`config.mk`:
```
export PLATFORM = sky130hd
export DESIGN_NAME = subinst_rr_arbiter_flat
export DESIGN_NICKNAME = d
export VERILOG_FILES = /design/src/rtl/subinst_rr_arbiter_pkg.sv /design/src/rtl/subinst_rr_arbiter_if.sv /design/src/rtl/subinst_rr_arbiter_pick.sv /design/src/rtl/subinst_rr_arbiter.sv /design/src/flat_wrapper.sv
export SDC_FILE = /design/constraint.sdc
export NUM_CORES = 1
export LEC_CHECK = 0
export CAP_MARGIN = 5
export CORE_MARGIN = 2
export CORE_UTILIZATION = 49
export CTS_CLUSTER_DIAMETER = 30
export DETAILED_ROUTE_END_ITERATION = 10
export MAX_ROUTING_LAYER = met4
export PLACE_DENSITY = 0.77
export SETUP_SLACK_MARGIN = 0.2
export SLEW_MARGIN = 20
export SYNTH_ARGS = -nofsm -noshare
export SYNTH_HDL_FRONTEND = slang
export SYNTH_SLANG_ARGS = --single-unit
export TNS_END_PERCENT = 50
```
`constraint.sdc`:
```
create_clock -name clk -period 2.6 [get_ports clk]
set_input_delay 0.52 -clock clk [delete_from_list [all_inputs] [get_ports clk]]
set_output_delay 0.52 -clock clk [all_outputs]
set_load 0.01 [all_outputs]
```
`src/rtl/subinst_rr_arbiter_pkg.sv`:
```
`default_nettype none
// ============================================================================
//  Module      : subinst_arb_pkg
//  Description : Shared types and defaults for the sub-instance round-robin
//                arbiter (FSM state encoding, default sizing).
//  Revision    : 1.0 - initial release
// ============================================================================
package subinst_arb_pkg;

    localparam int DEFAULT_NUM_REQ = 5;
    localparam int DEFAULT_TIMEOUT = 16;

    typedef enum logic [1:0] {
        IDLE    = 2'd0,
        GRANT   = 2'd1,
        RELEASE = 2'd2
    } arb_state_t;

endpackage
`default_nettype wire

```
`src/rtl/subinst_rr_arbiter_if.sv`:
```
`default_nettype none
// ============================================================================
//  Module      : subinst_rr_arbiter_if
//  Description : Request/grant bundle between the child instances (master)
//                and the round-robin arbiter (slave).
//  Revision    : 1.0 - initial release
// ============================================================================
interface subinst_rr_arbiter_if
    import subinst_arb_pkg::*;
#(
    parameter int NUM_REQ = DEFAULT_NUM_REQ
);
    localparam int c_ID_W = $clog2(NUM_REQ);

    logic [NUM_REQ-1:0] req;
    logic [NUM_REQ-1:0] done;
    logic [NUM_REQ-1:0] gnt;
    logic               gnt_valid;
    logic [c_ID_W-1:0]  gnt_id;
    logic               timeout_pulse;

    // Requesters drive req/done and observe the grant.
    modport master (
        output req, done,
        input  gnt, gnt_valid, gnt_id, timeout_pulse
    );

    // The arbiter observes req/done and drives the grant.
    modport slave (
        input  req, done,
        output gnt, gnt_valid, gnt_id, timeout_pulse
    );

endinterface
`default_nettype wire

```
`src/rtl/subinst_rr_arbiter_pick.sv`:
```
`default_nettype none
// ============================================================================
//  Module      : rr_priority_pick
//  Description : Combinational round-robin picker. Finds the first set req
//                bit at or above ptr, wrapping to bit 0, using a doubled
//                vector whose lower copy is masked below ptr.
//  Revision    : 1.0 - initial release
// ============================================================================
module rr_priority_pick
    import subinst_arb_pkg::*;
#(
    parameter int NUM_REQ = DEFAULT_NUM_REQ
) (
    input  logic [NUM_REQ-1:0]         req,
    input  logic [$clog2(NUM_REQ)-1:0] ptr,
    output logic [NUM_REQ-1:0]         pick,
    output logic [$clog2(NUM_REQ)-1:0] pick_id
);
    localparam int c_ID_W = $clog2(NUM_REQ);

    logic [2*NUM_REQ-1:0] w_dbl;

    // Lower copy keeps only bits >= ptr; upper copy is the unmasked wrap-around.
    always_comb begin
        w_dbl = '0;
        for (int i = 0; i < NUM_REQ; i++) begin
            w_dbl[i]           = req[i] && (i >= int'(ptr));
            w_dbl[i + NUM_REQ] = req[i];
        end
    end

    // Lowest set bit of the doubled vector wins; fold the index modulo NUM_REQ.
    always_comb begin
        pick_id = '0;
        for (int i = 2*NUM_REQ-1; i >= 0; i--) begin
            if (w_dbl[i]) begin
                pick_id = (i >= NUM_REQ) ? c_ID_W'(i - NUM_REQ) : c_ID_W'(i);
            end
        end
    end

    // One-hot decode of the chosen index, all-zero when nobody requests.
    always_comb begin
        pick = '0;
        for (int i = 0; i < NUM_REQ; i++) begin
            pick[i] = (|req) && (pick_id == c_ID_W'(i));
        end
    end

endmodule
`default_nettype wire

```
`src/rtl/subinst_rr_arbiter.sv`:
```
`default_nettype none
// ============================================================================
//  Module      : subinst_rr_arbiter
//  Description : Round-robin arbiter for the shared resource of the root
//                module's child instances. Holds a grant until done, request
//                drop or hold timeout, then inserts one bubble cycle.
//  Revision    : 1.0 - initial release
// ============================================================================
module subinst_rr_arbiter
    import subinst_arb_pkg::*;
#(
    parameter int NUM_REQ = DEFAULT_NUM_REQ,
    parameter int TIMEOUT = DEFAULT_TIMEOUT
) (
    input  logic                 clk,
    input  logic                 rst,
    subinst_rr_arbiter_if.slave  bus
);
    localparam int                c_ID_W     = $clog2(NUM_REQ);
    localparam int                c_HC_W     = $clog2(TIMEOUT);
    localparam logic [c_ID_W-1:0] c_LAST_ID  = c_ID_W'(NUM_REQ - 1);
    localparam logic [c_HC_W-1:0] c_HOLD_MAX = c_HC_W'(TIMEOUT - 1);

    arb_state_t         r_state;
    logic [NUM_REQ-1:0] r_gnt;
    logic [c_ID_W-1:0]  r_gnt_id;
    logic [c_ID_W-1:0]  r_ptr;
    logic [c_HC_W-1:0]  r_hold_cnt;
    logic               r_timeout_pulse;

    arb_state_t         w_state_nxt;
    logic [NUM_REQ-1:0] w_gnt_nxt;
    logic [c_ID_W-1:0]  w_gnt_id_nxt;
    logic [c_ID_W-1:0]  w_ptr_nxt;
    logic [c_HC_W-1:0]  w_hold_nxt;
    logic               w_timeout_nxt;

    logic [NUM_REQ-1:0] w_pick;
    logic [c_ID_W-1:0]  w_pick_id;
    logic               w_owner_done;
    logic               w_owner_req;
    logic               w_hold_expired;

    rr_priority_pick #(
        .NUM_REQ (NUM_REQ)
    ) u_pick (
        .req     (bus.req),
        .ptr     (r_ptr),
        .pick    (w_pick),
        .pick_id (w_pick_id)
    );

    // Only the current owner's done/req bits matter; others are ignored.
    assign w_owner_done   = bus.done[r_gnt_id];
    assign w_owner_req    = bus.req[r_gnt_id];
    assign w_hold_expired = (r_hold_cnt == c_HOLD_MAX);

    // Next-state and next-output logic; release causes are prioritised
    // done > request drop > timeout, so the pulse fires only for a pure timeout.
    always_comb begin
        w_state_nxt   = r_state;
        w_gnt_nxt     = r_gnt;
        w_gnt_id_nxt  = r_gnt_id;
        w_ptr_nxt     = r_ptr;
        w_hold_nxt    = r_hold_cnt;
        w_timeout_nxt = 1'b0;
        case (r_state)
            IDLE: begin
                if (|bus.req) begin
                    w_gnt_nxt    = w_pick;
                    w_gnt_id_nxt = w_pick_id;
                    w_hold_nxt   = '0;
                    w_state_nxt  = GRANT;
                end
            end
            GRANT: begin
                if (w_owner_done || !w_owner_req || w_hold_expired) begin
                    w_timeout_nxt = !w_owner_done && w_owner_req;
                    w_gnt_nxt     = '0;
                    w_ptr_nxt     = (r_gnt_id == c_LAST_ID) ? '0 : r_gnt_id + 1'b1;
                    w_state_nxt   = RELEASE;
                end else begin
                    w_hold_nxt = r_hold_cnt + 1'b1;
                end
            end
            RELEASE: begin
                w_state_nxt = IDLE;
            end
            default: begin
                w_state_nxt = IDLE;
                w_gnt_nxt   = '0;
            end
        endcase
    end

    // State and output registers with synchronous reset.
    always_ff @(posedge clk) begin
        if (rst) begin
            r_state         <= IDLE;
            r_gnt           <= '0;
            r_gnt_id        <= '0;
            r_ptr           <= '0;
            r_hold_cnt      <= '0;
            r_timeout_pulse <= 1'b0;
        end else begin
            r_state         <= w_state_nxt;
            r_gnt           <= w_gnt_nxt;
            r_gnt_id        <= w_gnt_id_nxt;
            r_ptr           <= w_ptr_nxt;
            r_hold_cnt      <= w_hold_nxt;
            r_timeout_pulse <= w_timeout_nxt;
        end
    end

    assign bus.gnt           = r_gnt;
    assign bus.gnt_valid     = |r_gnt;
    assign bus.gnt_id        = r_gnt_id;
    assign bus.timeout_pulse = r_timeout_pulse;

endmodule
`default_nettype wire

```
`src/flat_wrapper.sv`:
```
// flat-port wrapper written by rule: the top's interface ports become plain ports
module subinst_rr_arbiter_flat import subinst_arb_pkg::*;
#(
    parameter int NUM_REQ = DEFAULT_NUM_REQ,
    parameter int TIMEOUT = DEFAULT_TIMEOUT
)
  (clk, rst, bus_req, bus_done, bus_gnt, bus_gnt_valid, bus_gnt_id, bus_timeout_pulse);
  subinst_rr_arbiter_if #(.NUM_REQ(NUM_REQ)) bus_i ();
  input  logic clk;
  input  logic rst;
  input wire logic [$bits(bus_i.req)-1:0] bus_req;
  input wire logic [$bits(bus_i.done)-1:0] bus_done;
  output wire logic [$bits(bus_i.gnt)-1:0] bus_gnt;
  output wire logic [$bits(bus_i.gnt_valid)-1:0] bus_gnt_valid;
  output wire logic [$bits(bus_i.gnt_id)-1:0] bus_gnt_id;
  output wire logic [$bits(bus_i.timeout_pulse)-1:0] bus_timeout_pulse;
  assign bus_i.req = bus_req;
  assign bus_i.done = bus_done;
  assign bus_gnt = bus_i.gnt;
  assign bus_gnt_valid = bus_i.gnt_valid;
  assign bus_gnt_id = bus_i.gnt_id;
  assign bus_timeout_pulse = bus_i.timeout_pulse;
  subinst_rr_arbiter #(.NUM_REQ(NUM_REQ), .TIMEOUT(TIMEOUT)) u_core (.clk(clk), .rst(rst), .bus(bus_i));
endmodule
```
# Yosys cells after proc, flatten, opt, wreduce, memory -nomap -nowiden
# Cells that the tools add are included.
# W data, S select, Z words.
# op_classes
mux	24
n_bitwise	3
order_cmp	6
n_reduce_logical	26
add_sub_neg	2
eq_ne	11
# op_table
operator	count
$mux W3	11
$pmux W5 S3	1
$logic_and A1 B1 Y1	11
$mux W5	2
$reduce_or A5 Y1	2
$mux W4	2
$pmux W4 S2	1
$bmux W1 S3	2
$eq A3 B2 Y1 const B	2
$eq A3 B3 Y1 const B	2
$ge A1 B3 Y1 const A	2
$ge A2 B3 Y1 const A	2
$reduce_and A2 Y1	3
$reduce_and A3 Y1	2
$add A4 B1 Y4 const B	1
$eq A4 B4 Y1 const B	1
$lt A3 B4 Y1 const B	1
$mux W2	2
$ne A2 B1 Y1 const B	2
$pmux W2 S2	1
$add A3 B1 Y3 const B	1
$eq A3 B1 Y1 const B	1
$ge A3 B3 Y1 const A	1
$logic_not A3 Y1	1
other kinds (10)	15
# totals
ff_bits	18
output_inout_bits	10
word_cells	78
input_bits	12

# Depth between registers and ports, before layout
# depth
ltp_word	14
mapped_depth	6
mapped_depth_nobuf	6

# Modules after synthesis
# A second synthesis with hierarchy kept.
# hier_totals
hier_cells	141
hier_area_um2	1182.4
# by_module_without_submodules
module	cells_each	n_inst	area_per_inst_um2	seq_area_each_um2
subinst_rr_arbiter	110	1	982.2	360.3
rr_priority_pick	31	1	200.2	0.0

# Worst setup path after synthesis
# OpenSTA, ideal clock, no wires.
# synth_path
kind	input-to-reg
start	input bus_req[2]
end	register u_core.r_hold_cnt[2]
t_arrival_ns	1.922
setup_time_ns	0.059
path_stages	5
n_path_buf	0
setup_slack_ns	0.619
required_ns	2.541
path_cell_list	or4_4 o21ai_4 nand2b_4 or4_1 nand2_1
# synth_between
elab_chain_len	7
elab_cells_between_ends	9
# synth_rtl
element	line_no	text
start: declaration	flat_wrapper.sv:11	input wire logic [$bits(bus_i.req)-1:0] bus_req;
$bmux W1 S3	subinst_rr_arbiter.sv:55	assign w_owner_req = bus.req[r_gnt_id];
$mux W1 (not written as such)	subinst_rr_arbiter.sv:55	
$logic_not A1 Y1	subinst_rr_arbiter.sv:77	if (w_owner_done || !w_owner_req || w_hold_expired) begin
$logic_or A1 B1 Y1 (2 in a row)	subinst_rr_arbiter.sv:77	
$ne A2 B2 Y1 (no source line)	--	
$reduce_and A3 Y1 (no source line) *	--	
end signal: assignment	subinst_rr_arbiter.sv:110	r_hold_cnt <= w_hold_nxt;
end: declaration	subinst_rr_arbiter.sv:28	logic [c_HC_W-1:0] r_hold_cnt;
# Every way passes the cells marked *; elsewhere a longest branch is shown, timed or not. The select of a mux whose other input is x is not followed.
# A chain may end at the register's enable or synchronous reset.

# Final worst setup path
# layout_path
start	input bus_req[2]
end	register u_core.r_gnt_id[1] (netlist: u_core.bus.gnt_id[1])
# layout_between
elab_chain_len	8
elab_cells_between_ends	11
# layout_rtl
element	line_no	text
$mux W3 (8 in a row)	subinst_rr_arbiter_pick.sv:36	if (w_dbl[i]) begin
end signal: assignment	subinst_rr_arbiter.sv:108	r_gnt_id <= w_gnt_id_nxt;
end: declaration	subinst_rr_arbiter.sv:26	logic [c_ID_W-1:0] r_gnt_id;
# Parallel ways exist; a longest one is shown, timed or not.

==> run summary <==
Vias in the first global route -> 921
Port Buffers -> 21
DR WL/cell -> 13.5 um
Yosys warns -> 0
VDD IR-drop max -> 478 uV
GRT Resource Usage Total -> 20.7%
Post-DP HPWL -> 1710 um
CP cell instances -> clkdlybuf4s50_1 > or4_4 > o21ai_4 > buf_4 > mux2_2 > nor2_1
Library cells used by synthesis -> 39
Largest net degree at the start of global routing -> 16
Worst-Skew Late Latency -> 0.29 ns
Longest Clk Path Bufs -> 2
Post-CTS setup buffers -> 0
Routed Antenna Nets -> 0
H-Tree Depth -> 1
Post-route insts no fill -> 165
Period utilization -> 84.0%
Final max-slew violation count -> 0
Syn Area/Cell -> 8.97 um2
Ports -> 22
Inserted Diodes -> 0
Synthesized cell area -> 987 um2
Core box area -> 1920 um2
RSZ-0062 raised after global routing -> false
Leak -> 0.504 nW
Final Cell Area -> 1300 um2
Global-route wire length before repair -> 3850 um
Delay-heaviest family, CP -> buffers and inverters
CP max-delay cell -> or4_4
CTS clock-pin slew for the worst setup and hold paths -> 0.11 ns
Crit-path max FO -> 9
Finish-stage setup viols -> 0
Buf/Inv on CP -> 2
CTS Hold Buffers Added -> 0
Die height -> 48.9 um
Worst setup EP type -> register
Syn Nets -> 125
Worst Path Class, Setup -> input pin to register
Worst setup SP type -> input pin
Top cell type's share of synthesized area -> 36.5%
Sequential-to-total area share from yosys stat -> 36.5%
Row count -> 16
Hold Fails Final Rpt -> 0
FFs w/ async S/R, synth -> 0%
Req. time, crit path -> 2.83 ns
Dominant synthesized flop cell -> dfxtp_1
Layout cell share with drive strength beyond 1 -> 12.3%
Overflow left after global routing -> 0
Fin nets -> 154
Die width -> 48.9 um
FF+latch count, synth -> 18
Vias/cell -> 5.76
Power Density -> 523 nW/um2
Via Count -> 951
Total power -> 0.678 mW
Root buffer cell -> clkbuf_4
Clock skew -> 0.00245 ns
Initial Util -> 51.4%
Placed cell count -> 161
Number of synthesized flops with an enable pin -> 0
Worst path max stage delay -> 0.60 ns
Drt initial violations -> 13
Die area -> 2390 um2
Syn-to-layout area delta -> 31.4%
Crit path time final -> 2.18 ns
Post-Syn Instances -> 110
Post-CTS resize count -> 0
Total CTS buffers -> 3
Area contributors post-synth -> dfxtp_1 37%, nor2_1 5.7%, mux2i_1 4.1%
Final setup TNS -> 0 ns
Slew @ Worst Pin -> 0.472 ns
Placed inst area -> 1260 um2
F_max -> 458 MHz
Worst path arrival time -> 2.41 ns
Max-slew headroom -> 68.5%
DR pass1 iterations -> 4
Post-Route WL -> 2230 um
Clock tree from TritonCTS -> built
Initial antenna violation count -> 0
Total of max-cap violations -> 0
CTS Sinks -> 18
Worst hold path type -> register to register
Post-synth top area cell -> dfxtp_1
GPL Wtd Cong -> 0.825
Status -> completed
Number of remaining DRC errors -> 0
[worst register-to-register path: stages, from the launching register on]
cell      delay [ns]
dfxtp_1         0.51
nor4bb_1        0.11
or4_4           0.54
a21bo_2         0.26
a211o_1         0.28
a21oi_1         0.14
[worst paths after layout]
| kind | start | endpoint | slack [ns] | cells after the start |
|---|---|---|---|---|
| max | bus_req[2] | u_core.bus.gnt_id[1] | 0.42 | 6 |
| min | u_core.bus.gnt[1] | u_core.bus.gnt[1] | 0.49 | 1 |
| max reg2reg | u_core.bus.gnt_id[1] | u_core.r_ptr[0] | 0.69 | 5 |
| min reg2reg | u_core.bus.gnt[1] | u_core.bus.gnt[1] | 0.49 | 1 |
[routing by layer]
metal  track usage (%)  routed length, um  vias to the layer above
met5                 -                  0                        -
met4              5.71                 25                        0
met3              4.60                 85                        4
met2              33.1               1030                       23
met1              26.3               1090                      455
li1                  -                  -                      469
[cells in the mapped netlist, types with 2 or more instances]
cell type	count
or4_4	2
mux2_2	2
o32a_1	2
ha_1	3
nor4bb_1	3
nand2b_1	2
nor2_1	15
a2111oi_0	2
a22o_1	2
nand3_1	4
nand2_1	4
o2bb2ai_1	2
nor2b_1	3
mux2i_1	4
nor4b_1	2
inv_1	7
clkbuf_1	2
o21ai_0	5
a21oi_1	5
nor3_1	3
dfxtp_1	18
[flip-flops by register name, summed over array words and instances, names as in the netlist]
register,count
u_core.bus.gnt,5
u_core.bus.gnt_id,3
u_core.bus.timeout_pulse,1
u_core.r_hold_cnt,4
u_core.r_ptr,3
u_core.r_state,2
[report_power, final]
part	internal (mW)	switching, mW
Sequential	0.294	0.0213
Clock	0.0852	0.0881
Combinational	0.102	0.0877
Total	0.481	0.197
[metrics by stage]
stage	util [%]	hold WS (ns)	worst slack (ns)
2_1_floorplan	-	0.454	0.619
3_3_place_gp	65.6	0.467	0.188
3_5_place_dp	65.6	0.480	0.135
4_1_cts	67.5	0.495	0.421
5_1_grt	67.5	0.528	0.356
6_report	67.5	0.493	0.417
[cell families after synthesis]
family,share of synthesized area [%]
AOI/OAI and AO/OA,22.6
and+or+nand+nor,26.5
DFF,36.5
buffers and inverters,3.42
adders and majority gates,3.80
xor gates and xnor gates,0.887
muxes,6.34
[area by class of cell]
type                       instances  area, um2
inverter                           7       26.3
fill                             170        624
sequential                        18        360
tap                               27       33.8
clock buffer                       4       36.3
multi-input combinational         83        593
timing repair buffer              26        248
[placed cells by master (no fill, tap or decap), drive strengths merged, types with 2 or more instances in the layout]
| cell type | netlist | layout |
|---|---|---|
| nor3 | 3 | 3 |
| buf | 0 | 5 |
| nor4b | 2 | 2 |
| nand3 | 5 | 5 |
| mux2i | 4 | 4 |
| clkbuf | 2 | 4 |
| o21ai | 6 | 6 |
| or4 | 3 | 3 |
| clkdlybuf4s50 | 0 | 21 |
| o2bb2ai | 2 | 2 |
| dfxtp | 18 | 18 |
| nand2 | 4 | 4 |
| inv | 7 | 7 |
| a21oi | 5 | 5 |
| o32a | 2 | 2 |
| ha | 3 | 3 |
| nor4bb | 3 | 3 |
| nor2 | 15 | 15 |
| a2111oi | 2 | 2 |
| nand2b | 3 | 3 |
| a22o | 2 | 2 |
| nor2b | 3 | 3 |
| mux2 | 2 | 2 |
No activity file was read; power rests on OpenSTA's default activity.
